**src/rtl/decode_scoreboard_pkg.sv**
```systemverilog
// Shared parameters and FSM encoding for the decode scoreboard.
package decode_scoreboard_pkg;

   localparam int unsigned NREG     = 8;
   localparam int unsigned REG_W    = 3;
   localparam int unsigned MAX_PEND = 3;
   localparam int unsigned CNT_W    = 2;

   // Link register written by JAL/JALR.
   localparam logic [REG_W-1:0] R7 = 3'd7;

   typedef enum logic [1:0] {
      StRun    = 2'd0,
      StStall  = 2'd1,
      StDrain  = 2'd2,
      StHalted = 2'd3
   } sb_state_e;

endpackage

```
**src/rtl/decode_scoreboard_sb_counter.sv**
```systemverilog
// One register's in-flight write counter: +1 on issue, -1 per retire/squash, floors at zero.
module sb_counter
   import decode_scoreboard_pkg::*;
(
   input  logic clk,
   input  logic rst_n,
   input  logic inc,
   input  logic dec_a,
   input  logic dec_b,
   output logic full,
   output logic nonzero,
   output logic underflow
);

   localparam logic [CNT_W:0] MaxPend = (CNT_W+1)'(MAX_PEND);

   logic [CNT_W-1:0] cnt_q, cnt_d;
   logic [CNT_W:0]   up, down, diff;

   always_comb begin
      up        = {1'b0, cnt_q} + {{CNT_W{1'b0}}, inc};
      down      = {{CNT_W{1'b0}}, dec_a} + {{CNT_W{1'b0}}, dec_b};
      diff      = up - down;
      underflow = up < down;
      cnt_d     = cnt_q;
      if (underflow) begin
         cnt_d = '0;
      end else if (diff > MaxPend) begin
         cnt_d = MaxPend[CNT_W-1:0];
      end else begin
         cnt_d = diff[CNT_W-1:0];
      end
   end

   always_ff @(posedge clk or negedge rst_n) begin
      if (!rst_n) begin
         cnt_q <= '0;
      end else begin
         cnt_q <= cnt_d;
      end
   end

   assign full    = (cnt_q == MaxPend[CNT_W-1:0]);
   assign nonzero = |cnt_q;

endmodule

```
**src/rtl/decode_scoreboard.sv**
```systemverilog
// Issue controller: per-register pending-write scoreboard, RAW/overflow stall and HALT drain.
module decode_scoreboard
   import decode_scoreboard_pkg::*;
(
   input  logic             clk,
   input  logic             rst_n,
   input  logic             id_valid,
   output logic             id_ready,
   input  logic [REG_W-1:0] id_rs1,
   input  logic [REG_W-1:0] id_rs2,
   input  logic             id_rs1_use,
   input  logic             id_rs2_use,
   input  logic [REG_W-1:0] id_rd,
   input  logic             id_rd_we,
   input  logic             id_halt,
   input  logic             wb_valid,
   input  logic [REG_W-1:0] wb_rd,
   input  logic             kill_valid,
   input  logic [REG_W-1:0] kill_rd,
   output logic             stalled,
   output logic             halted,
   output logic             sb_err,
   output logic [15:0]      stall_cycles
);

   logic [NREG-1:0] inc, dec_a, dec_b, full, nonzero, underflow;
   sb_state_e       state_q, state_d;
   logic            sb_err_q, sb_err_d;
   logic [15:0]     stall_q, stall_d;
   logic            rd_we_eff, hazard, active, issue;

   // HALT never allocates a destination, whatever the decoder says about id_rd_we.
   assign rd_we_eff = id_rd_we & ~id_halt;
   assign hazard    = (id_rs1_use & nonzero[id_rs1]) |
                      (id_rs2_use & nonzero[id_rs2]) |
                      (rd_we_eff & full[id_rd]);
   assign active    = (state_q == StRun) | (state_q == StStall);
   assign id_ready  = rst_n & active & ~hazard;
   assign issue     = id_valid & id_ready;

   for (genvar r = 0; r < NREG; r++) begin : g_cnt
      assign inc[r]   = issue & rd_we_eff & (id_rd == REG_W'(r));
      assign dec_a[r] = wb_valid & (wb_rd == REG_W'(r));
      assign dec_b[r] = kill_valid & (kill_rd == REG_W'(r));

      sb_counter u_cnt (
         .clk       (clk),
         .rst_n     (rst_n),
         .inc       (inc[r]),
         .dec_a     (dec_a[r]),
         .dec_b     (dec_b[r]),
         .full      (full[r]),
         .nonzero   (nonzero[r]),
         .underflow (underflow[r])
      );
   end

   always_comb begin
      state_d = state_q;
      unique case (state_q)
         StRun: begin
            if (issue & id_halt) begin
               state_d = StDrain;
            end else if (id_valid & hazard) begin
               state_d = StStall;
            end
         end
         StStall: begin
            if (issue & id_halt) begin
               state_d = StDrain;
            end else if (~hazard | ~id_valid) begin
               state_d = StRun;
            end
         end
         // Registered counts: halted follows the edge that emptied the last counter.
         StDrain:  if (~|nonzero) state_d = StHalted;
         StHalted: state_d = StHalted;
         default:  state_d = StRun;
      endcase
   end

   always_comb begin
      sb_err_d = sb_err_q | (|underflow);
      stall_d  = stall_q;
      if (id_valid & ~id_ready & active & ~(&stall_q)) begin
         stall_d = stall_q + 16'd1;
      end
   end

   always_ff @(posedge clk or negedge rst_n) begin
      if (!rst_n) begin
         state_q  <= StRun;
         sb_err_q <= 1'b0;
         stall_q  <= '0;
      end else begin
         state_q  <= state_d;
         sb_err_q <= sb_err_d;
         stall_q  <= stall_d;
      end
   end

   assign stalled      = (state_q == StStall);
   assign halted       = (state_q == StHalted);
   assign sb_err       = sb_err_q;
   assign stall_cycles = stall_q;

endmodule
```
**config.mk**
```make
export PLATFORM = sky130hd
export DESIGN_NAME = decode_scoreboard
export DESIGN_NICKNAME = d
export VERILOG_FILES = /design/src/rtl/decode_scoreboard_pkg.sv /design/src/rtl/decode_scoreboard_sb_counter.sv /design/src/rtl/decode_scoreboard.sv
export SDC_FILE = /design/constraint.sdc
export NUM_CORES = 1
export LEC_CHECK = 0
export ABC_AREA = 1
export BUFFER_PORTS_ARGS = -buffer_cell sky130_fd_sc_hd__buf_2
export CAP_MARGIN = 20
export CORE_ASPECT_RATIO = 0.5
export CORE_UTILIZATION = 55
export DETAILED_ROUTE_END_ITERATION = 8
export PLACE_DENSITY = 0.77
export SYNTH_ARGS = -nofsm -noshare
export SYNTH_HDL_FRONTEND = slang
export SYNTH_SLANG_ARGS = --single-unit
```
**constraint.sdc**
```tcl
create_clock -name clk -period 3.7 [get_ports clk]
set_input_delay 0 -clock clk [delete_from_list [all_inputs] [get_ports clk]]
set_output_delay 0 -clock clk [all_outputs]
set_load 0.1 [all_outputs]
```
# Word-level counts from Yosys, hierarchy flattened
# Cells that the tools add are included.
[op_classes] add_sub_neg=25 magnitude_cmp=19 n_eq_ne=35 mux=28 bitwise_logic=47 reduce_logical=16
[op_table] operator="2-bit two-way mux" n=21
[op_table] operator="1-bit bitwise AND" n=37
[op_table] operator="3-bit == test (second input constant)" n=12
[op_table] operator="2-bit by 1-bit adder with 3-bit output" n=8
[op_table] operator="3-bit by 2-bit greater-than comparator with 1-bit output (second input constant)" n=8
[op_table] operator="3-bit less-than comparator" n=8
[op_table] operator="3-bit subtractor" n=8
[op_table] operator="2-bit == test (second input constant)" n=10
[op_table] operator="3-bit by 2-bit == test with 1-bit output (second input constant)" n=6
[op_table] operator="1-bit by 1-bit adder with 2-bit output" n=8
[op_table] operator="16-bit by 1-bit adder with 16-bit output (second input constant)" n=1
[op_table] operator="16-bit AND reduction" n=1
[op_table] operator="16-bit OR reduction" n=1
[op_table] operator="2-bit OR reduction" n=8
[op_table] operator="3-bit by 4-bit less-than comparator with 1-bit output (second input constant)" n=3
[op_table] operator="1-bit binary-select mux with 3-bit select" n=3
[op_table] operator="3-bit by 1-bit == test with 1-bit output (second input constant)" n=3
[op_table] operator="3-bit zero test" n=3
[op_table] operator="2-bit one-hot mux with 4 select lines" n=1
[op_table] operator="8-bit OR reduction" n=1
[op_table] operator="3-bit by 1-bit inequality test with 1-bit output (second input constant)" n=2
[op_table] operator="1-bit inverter" n=5
[op_table] operator="1-bit bitwise OR" n=5
[op_table] operator="1-bit two-way mux" n=3
[op_table] operator="other kinds (4)" n=4
[word_totals] regBits=35 in_bits=24 output_inout_bits=20 wordCells=181

# Depth between registers and ports, before layout
[logic_depth] ltp_word=16 mapped_depth=21

# By module
# Synthesis repeated with hierarchy kept, for this count alone.
[hier_totals] hier_cells=509 area_unflattened_um2=3489.6
[modules_own_cells] module="sb_counter" n_inst=8 cells_per_inst=30 area_per_inst_um2=230.2 seq_area_each_um2=50.0
[modules_own_cells] module="decode_scoreboard" n_inst=1 cells_per_inst=269 area_per_inst_um2=1647.8 seq_area_each_um2=475.5

# Worst setup path before layout
# OpenSTA, ideal clock, no wires.
[synth_timing] kind="flip-flop to flip-flop" startpoint="register g_cnt[7].u_cnt.cnt_q[1]" endpoint="register g_cnt[6].u_cnt.cnt_q[0]" setup_ns=0.120 t_arrival_ns=2.691 t_required_ns=3.580 path_slack_ns=0.889 stages_incl_launch_ff=18 n_path_buf=0 path_cell_list="dfrtp_1 -> nor2_1 -> nand2_1 -> nand3_1 -> nand3_1 -> nand3_1 -> nand2_1 -> nor2_4 -> nand2_4 -> nor2_4 -> nand2_2 -> nor4_1 -> ha_1 -> ha_1 -> fa_1 -> xnor2_1 -> o21ai_0 -> inv_1"
[synth_between] elab_chain_cells=16 word_cells_on_any_way=24 classes_between="2 x add/sub; 2 x order compare; 1 x eq/ne; 8 x mux; 10 x bitwise; 1 x reduce/logical"
[synth_rtl] item="from (decl)" line_no="decode_scoreboard_sb_counter.sv:17" rtl="logic [CNT_W-1:0] cnt_q, cnt_d;"
[synth_rtl] item="from (signal assigned)" line_no="decode_scoreboard_sb_counter.sv:39" rtl="cnt_q <= cnt_d;"
[synth_rtl] item="2-bit OR reduction" line_no="decode_scoreboard_sb_counter.sv:44" rtl="assign nonzero = |cnt_q;"
[synth_rtl] item="1-bit binary-select mux with 3-bit select (on tied branches)" line_no="decode_scoreboard.sv:34, decode_scoreboard.sv:35"
[synth_rtl] item="1-bit two-way mux (on tied branches)" line_no="decode_scoreboard.sv:34, decode_scoreboard.sv:35"
[synth_rtl] item="1-bit bitwise AND (on tied branches)" line_no="decode_scoreboard.sv:34, decode_scoreboard.sv:35"
[synth_rtl] item="1-bit bitwise OR" line_no="decode_scoreboard.sv:34" rtl="assign hazard = (id_rs1_use & nonzero[id_rs1]) |"
[synth_rtl] item="1-bit bitwise OR (*)" line_no="decode_scoreboard.sv:35" rtl="(id_rs2_use & nonzero[id_rs2]) |"
[synth_rtl] item="1-bit inverter (*)" line_no="decode_scoreboard.sv:38" rtl="assign id_ready = rst_n & active & ~hazard;"
[synth_rtl] item="1-bit bitwise AND (*)" line_no="decode_scoreboard.sv:38"
[synth_rtl] item="1-bit bitwise AND (*)" line_no="decode_scoreboard.sv:39" rtl="assign issue = id_valid & id_ready;"
[synth_rtl] item="1-bit bitwise AND (*) (2 in a row)" line_no="decode_scoreboard.sv:42" rtl="assign inc[r] = issue & rd_we_eff & (id_rd == REG_W'(r));"
[synth_rtl] item="2-bit by 1-bit adder with 3-bit output (*)" line_no="decode_scoreboard_sb_counter.sv:21" rtl="up = {1'b0, cnt_q} + {{CNT_W{1'b0}}, inc};"
[synth_rtl] item="3-bit subtractor" line_no="decode_scoreboard_sb_counter.sv:23" rtl="diff = up - down;"
[synth_rtl] item="3-bit by 2-bit greater-than comparator with 1-bit output" line_no="decode_scoreboard_sb_counter.sv:28" rtl="end else if (diff > MaxPend) begin"
[synth_rtl] item="2-bit two-way mux" line_no="decode_scoreboard_sb_counter.sv:28"
[synth_rtl] item="2-bit two-way mux (*)" line_no="decode_scoreboard_sb_counter.sv:26" rtl="if (underflow) begin"
[synth_rtl] item="named net g_cnt[6].u_cnt.cnt_d[0]" line_no="decode_scoreboard_sb_counter.sv:17"
[synth_rtl] item="to (signal assigned)" line_no="decode_scoreboard_sb_counter.sv:39"
[synth_rtl] item="to (decl)" line_no="decode_scoreboard_sb_counter.sv:17"
# Mark *: on every way through the listed nets, which the timed path passes. The rest lies on a longest branch. The select of a mux whose other input is x is not followed.
# A chain may end at the register's enable or synchronous reset.

# Final worst setup path
[layout_timing] startpoint="register g_cnt[5].u_cnt.cnt_q[1]" endpoint="register g_cnt[2].u_cnt.cnt_q[0]"
[layout_between] elab_chain_cells=16 word_cells_on_any_way=24 classes_between="2 x add/sub; 2 x order compare; 1 x eq/ne; 8 x mux; 10 x bitwise; 1 x reduce/logical"
[layout_rtl] item="from (decl)" line_no="decode_scoreboard_sb_counter.sv:17"
[layout_rtl] item="from (signal assigned)" line_no="decode_scoreboard_sb_counter.sv:39"
[layout_rtl] item="2-bit OR reduction" line_no="decode_scoreboard_sb_counter.sv:44"
[layout_rtl] item="1-bit binary-select mux with 3-bit select (on tied branches)" line_no="decode_scoreboard.sv:34, decode_scoreboard.sv:35"
[layout_rtl] item="1-bit two-way mux (on tied branches)" line_no="decode_scoreboard.sv:34, decode_scoreboard.sv:35"
[layout_rtl] item="1-bit bitwise AND (on tied branches)" line_no="decode_scoreboard.sv:34, decode_scoreboard.sv:35"
[layout_rtl] item="1-bit bitwise OR" line_no="decode_scoreboard.sv:34"
[layout_rtl] item="1-bit bitwise OR (*)" line_no="decode_scoreboard.sv:35"
[layout_rtl] item="1-bit inverter (*)" line_no="decode_scoreboard.sv:38"
[layout_rtl] item="1-bit bitwise AND (*)" line_no="decode_scoreboard.sv:38"
[layout_rtl] item="1-bit bitwise AND (*)" line_no="decode_scoreboard.sv:39"
[layout_rtl] item="1-bit bitwise AND (*) (2 in a row)" line_no="decode_scoreboard.sv:42"
[layout_rtl] item="2-bit by 1-bit adder with 3-bit output (*)" line_no="decode_scoreboard_sb_counter.sv:21"
[layout_rtl] item="3-bit subtractor" line_no="decode_scoreboard_sb_counter.sv:23"
[layout_rtl] item="3-bit by 2-bit greater-than comparator with 1-bit output" line_no="decode_scoreboard_sb_counter.sv:28"
[layout_rtl] item="2-bit two-way mux" line_no="decode_scoreboard_sb_counter.sv:28"
[layout_rtl] item="2-bit two-way mux (*)" line_no="decode_scoreboard_sb_counter.sv:26"
[layout_rtl] item="named net g_cnt[2].u_cnt.cnt_d[0]" line_no="decode_scoreboard_sb_counter.sv:17"
[layout_rtl] item="to (signal assigned)" line_no="decode_scoreboard_sb_counter.sv:39"
[layout_rtl] item="to (decl)" line_no="decode_scoreboard_sb_counter.sv:17"
# Marked as above.

==> results.txt <==
status - finished, final reports clean
Core Area - 5560 sq um
WL/cell - 12.5 um
Worst-path clk slew - 0.06 ns
Post-DP Area - 3500 sq um
crit path buf inv count - 2
worst min path class - input port to flop
cell count after synthesis - 412
post-synth top area cell - dfrtp_1
Yosys reg bits - 35
CTS Buffer Depth - 2
Required @ worst endpoint - 3.92 ns
most frequent CP cell - nand3_1
clock tree sinks - 35
Async SR Flop Fraction - 100%
setup tns final - 0 ns
YS warnings - 0
RSZ-0062 raised after global routing - no
H-tree levels - 2
Critical Path Sink Type - flop
Antenna Nets Post-Route - 0
vias in the first global route - 2,616
CTS Hold Bufs - 1
worst-path cell chain - nor2_1 -> nand2_1 -> nand3_1 -> nand3_1 -> nand3_1 -> nand2_1 -> nor2_4 -> nand2_4 -> nor2_4 -> nand2_2 -> nor4_1 -> ha_1 -> inv_1 -> fa_1 -> o31ai_1 -> o21ai_0 -> inv_1
Setup Fix Bufs, Post-CTS - 0
first-pass GRT wire length - 11,400 um
fillers - 484
die height - 56.0 um
Crit path largest cell delay - 0.45 ns
Initial Util - 57.7%
Vias - 2,704
PortBufs - 43
die area - 6170 sq um
Routed Wire Length - 6700 um
Syn Nets - 485
largest cells by area after synthesis - dfrtp_1 27%, ha_1 13%, inv_1 11%
total placed cells including tap cells - 527
WS Path Type - flop to flop
max_cap viols - 0
1st-iter DRT viols - 164
final hold viol count - 0
M1 WL - 3240 um
top-area cell type share of the netlist area - 27.3%
Syn Area/Cell - 7.80 sq um
largest net degree at the start of global routing - 36
worst-case clock skew - 0.00363 ns
Netlist Area Pre-Place - 3210 sq um
post-CTS resize count - 0
WL met2 - 2980 um
minimum clock period - 3.25 ns
Die Wd - 110 um
startpoint type of the worst setup path - flop
diodes inserted - 0
Nets - 535
# DRC - 0
DR vias/cell - 5.04
Worst-Skew Late Latency - 0.28 ns
Site Rows - 19
fmax - 0.308 GHz
fraction of layout cells with a size suffix above 1 - 17.9%
number of flops mapped to enable cells by yosys - 0
met3 WL - 319 um
Crit Path Max Fanout - 7
Non-Filler Instances - 536
Slew headroom - 66.7%
Min Hold Slack - 0.0274 ns
pwr dens - 453 nW/um^2
Top Layer Used - met4
worst path arrival time - 3.46 ns
Slew @ Worst Pin - 0.503 ns
count leader, synth - inv_1
Leak - 0.00197 uW
final worst-path cycle share - 87.7%
root buffer cell - clkbuf_16
Finish-stage setup viols - 0
synthesis-to-layout area growth - 14.7%
fin area - 3680 sq um
GR Overflow Total - 0
top cells by count, synth - 91 x inv_1, 65 x nand2_1, 45 x nor2_1
iteration count of the initial detailed-routing pass - 4
routability-driven placement congestion ratio - 0.837
initial antenna violation count - 0
Crit path max-delay family - simple AND/OR/NAND/NOR gates
top_reg_cell synth - dfrtp_1
I/O pins - 44
Num CTS Buffers - 5
sequential share of the synthesized area - 27.3%
total global-route track usage - 24.2%
Peak supply drop - 0.350 mV
Post-DP HPWL - 5390 um
CTS tree - done
Max Slew Vio Count - 0
Cell variety after synth - 29
slowest cell on the critical path - fa_1
-- stage by stage --
step / util (%) / setup slack (ns) / total power (uW)
after floorplan: - / 0.889 / 1000
after global placement: 62.9 / 0.539 / 1150
after detailed placement: 62.9 / 0.472 / 1170
after CTS: 66.2 / 0.441 / 1680
after global routing: 66.2 / 0.118 / 1810
final: 66.2 / 0.454 / 1670
-- report_power, final --
group,switching [uW],internal (uW)
sequential,85.1,463
clock,158,335
combinational,392,235
-- cells in the final DEF, fill, tap and decap left out, types with 2 or more instances in the layout --
master | synthesis | final
nand3b_1 | 2 | 2
a21oi_1 | 6 | 6
nand2_1 | 65 | 65
o31ai_1 | 2 | 2
nor2_1 | 45 | 45
buf_2 | 0 | 43
a31o_2 | 2 | 2
xnor2_1 | 13 | 13
o21ai_0 | 16 | 16
inv_2 | 4 | 4
o21ai_2 | 6 | 6
nor4_1 | 4 | 4
inv_1 | 91 | 91
fa_1 | 16 | 16
clkbuf_16 | 0 | 5
nor2_4 | 2 | 2
nor3_1 | 3 | 3
nand3_1 | 25 | 25
nand4_1 | 11 | 11
nand2_2 | 5 | 5
ha_1 | 33 | 33
xor2_1 | 10 | 10
dfrtp_1 | 35 | 35
nor2_2 | 9 | 9
-- cell type report --
class                           count  area [sq um]  area share, %
Clock buffer                        6           139           3.77
Inverter                           95           357           9.68
Tap cell                           73          91.3           2.48
Timing Repair Buffer               45           233           6.32
Clock inverter                      2          35.0          0.951
Sequential cell                    35           876           23.8
Multi-Input combinational cell    280          1950           53.0
-- worst reg2reg max path: cells and delay by family (launching register included) --
kind                     cells  cell delay, ns
AND/OR/NAND/NOR             11            1.42
adder cells (fa/ha/maj)      2            0.69
AO/OA/AOI/OAI                2            0.53
flip-flops                   1            0.41
buffers and inverters        2            0.14
-- metal layers --
layer,vias to the layer above,track usage (%)
li1,1388,-
met1,1243,31.2
met2,58,39.6
met3,15,5.74
met4,0,8.76
met5,-,0
-- path summary, 6_finish.rpt --
kind,start,endpoint,slack (ns),cells past startpoint
max,g_cnt[5].u_cnt.cnt_q[1],g_cnt[2].u_cnt.cnt_q[0],0.45,17
min,id_valid,state_q[0],0.03,3
max reg2reg,g_cnt[5].u_cnt.cnt_q[1],g_cnt[2].u_cnt.cnt_q[0],0.45,17
min reg2reg,stall_cycles[15],stall_cycles[15],0.50,2
max in group asynchronous,rst_n,g_cnt[0].u_cnt.cnt_q[0],3.03,3
min in group asynchronous,rst_n,stall_cycles[4],0.33,3
-- logic make-up after synthesis --
kind of cell    Yosys count  share of synthesized area [%]
simple gates            174                           25.2
buf+inv                  97                           11.9
flops                    35                           27.3
xor+xnor                 23                           6.27
fa+ha+maj                49                           22.8
compound gates           34                           6.47
-- state kept, by name, indices dropped and copies added, names as in the netlist --
signal,flops
g_cnt.u_cnt.cnt_q,16
sb_err,1
state_q,2
stall_cycles,16
Note: power is estimated with default switching activity, not from simulation.
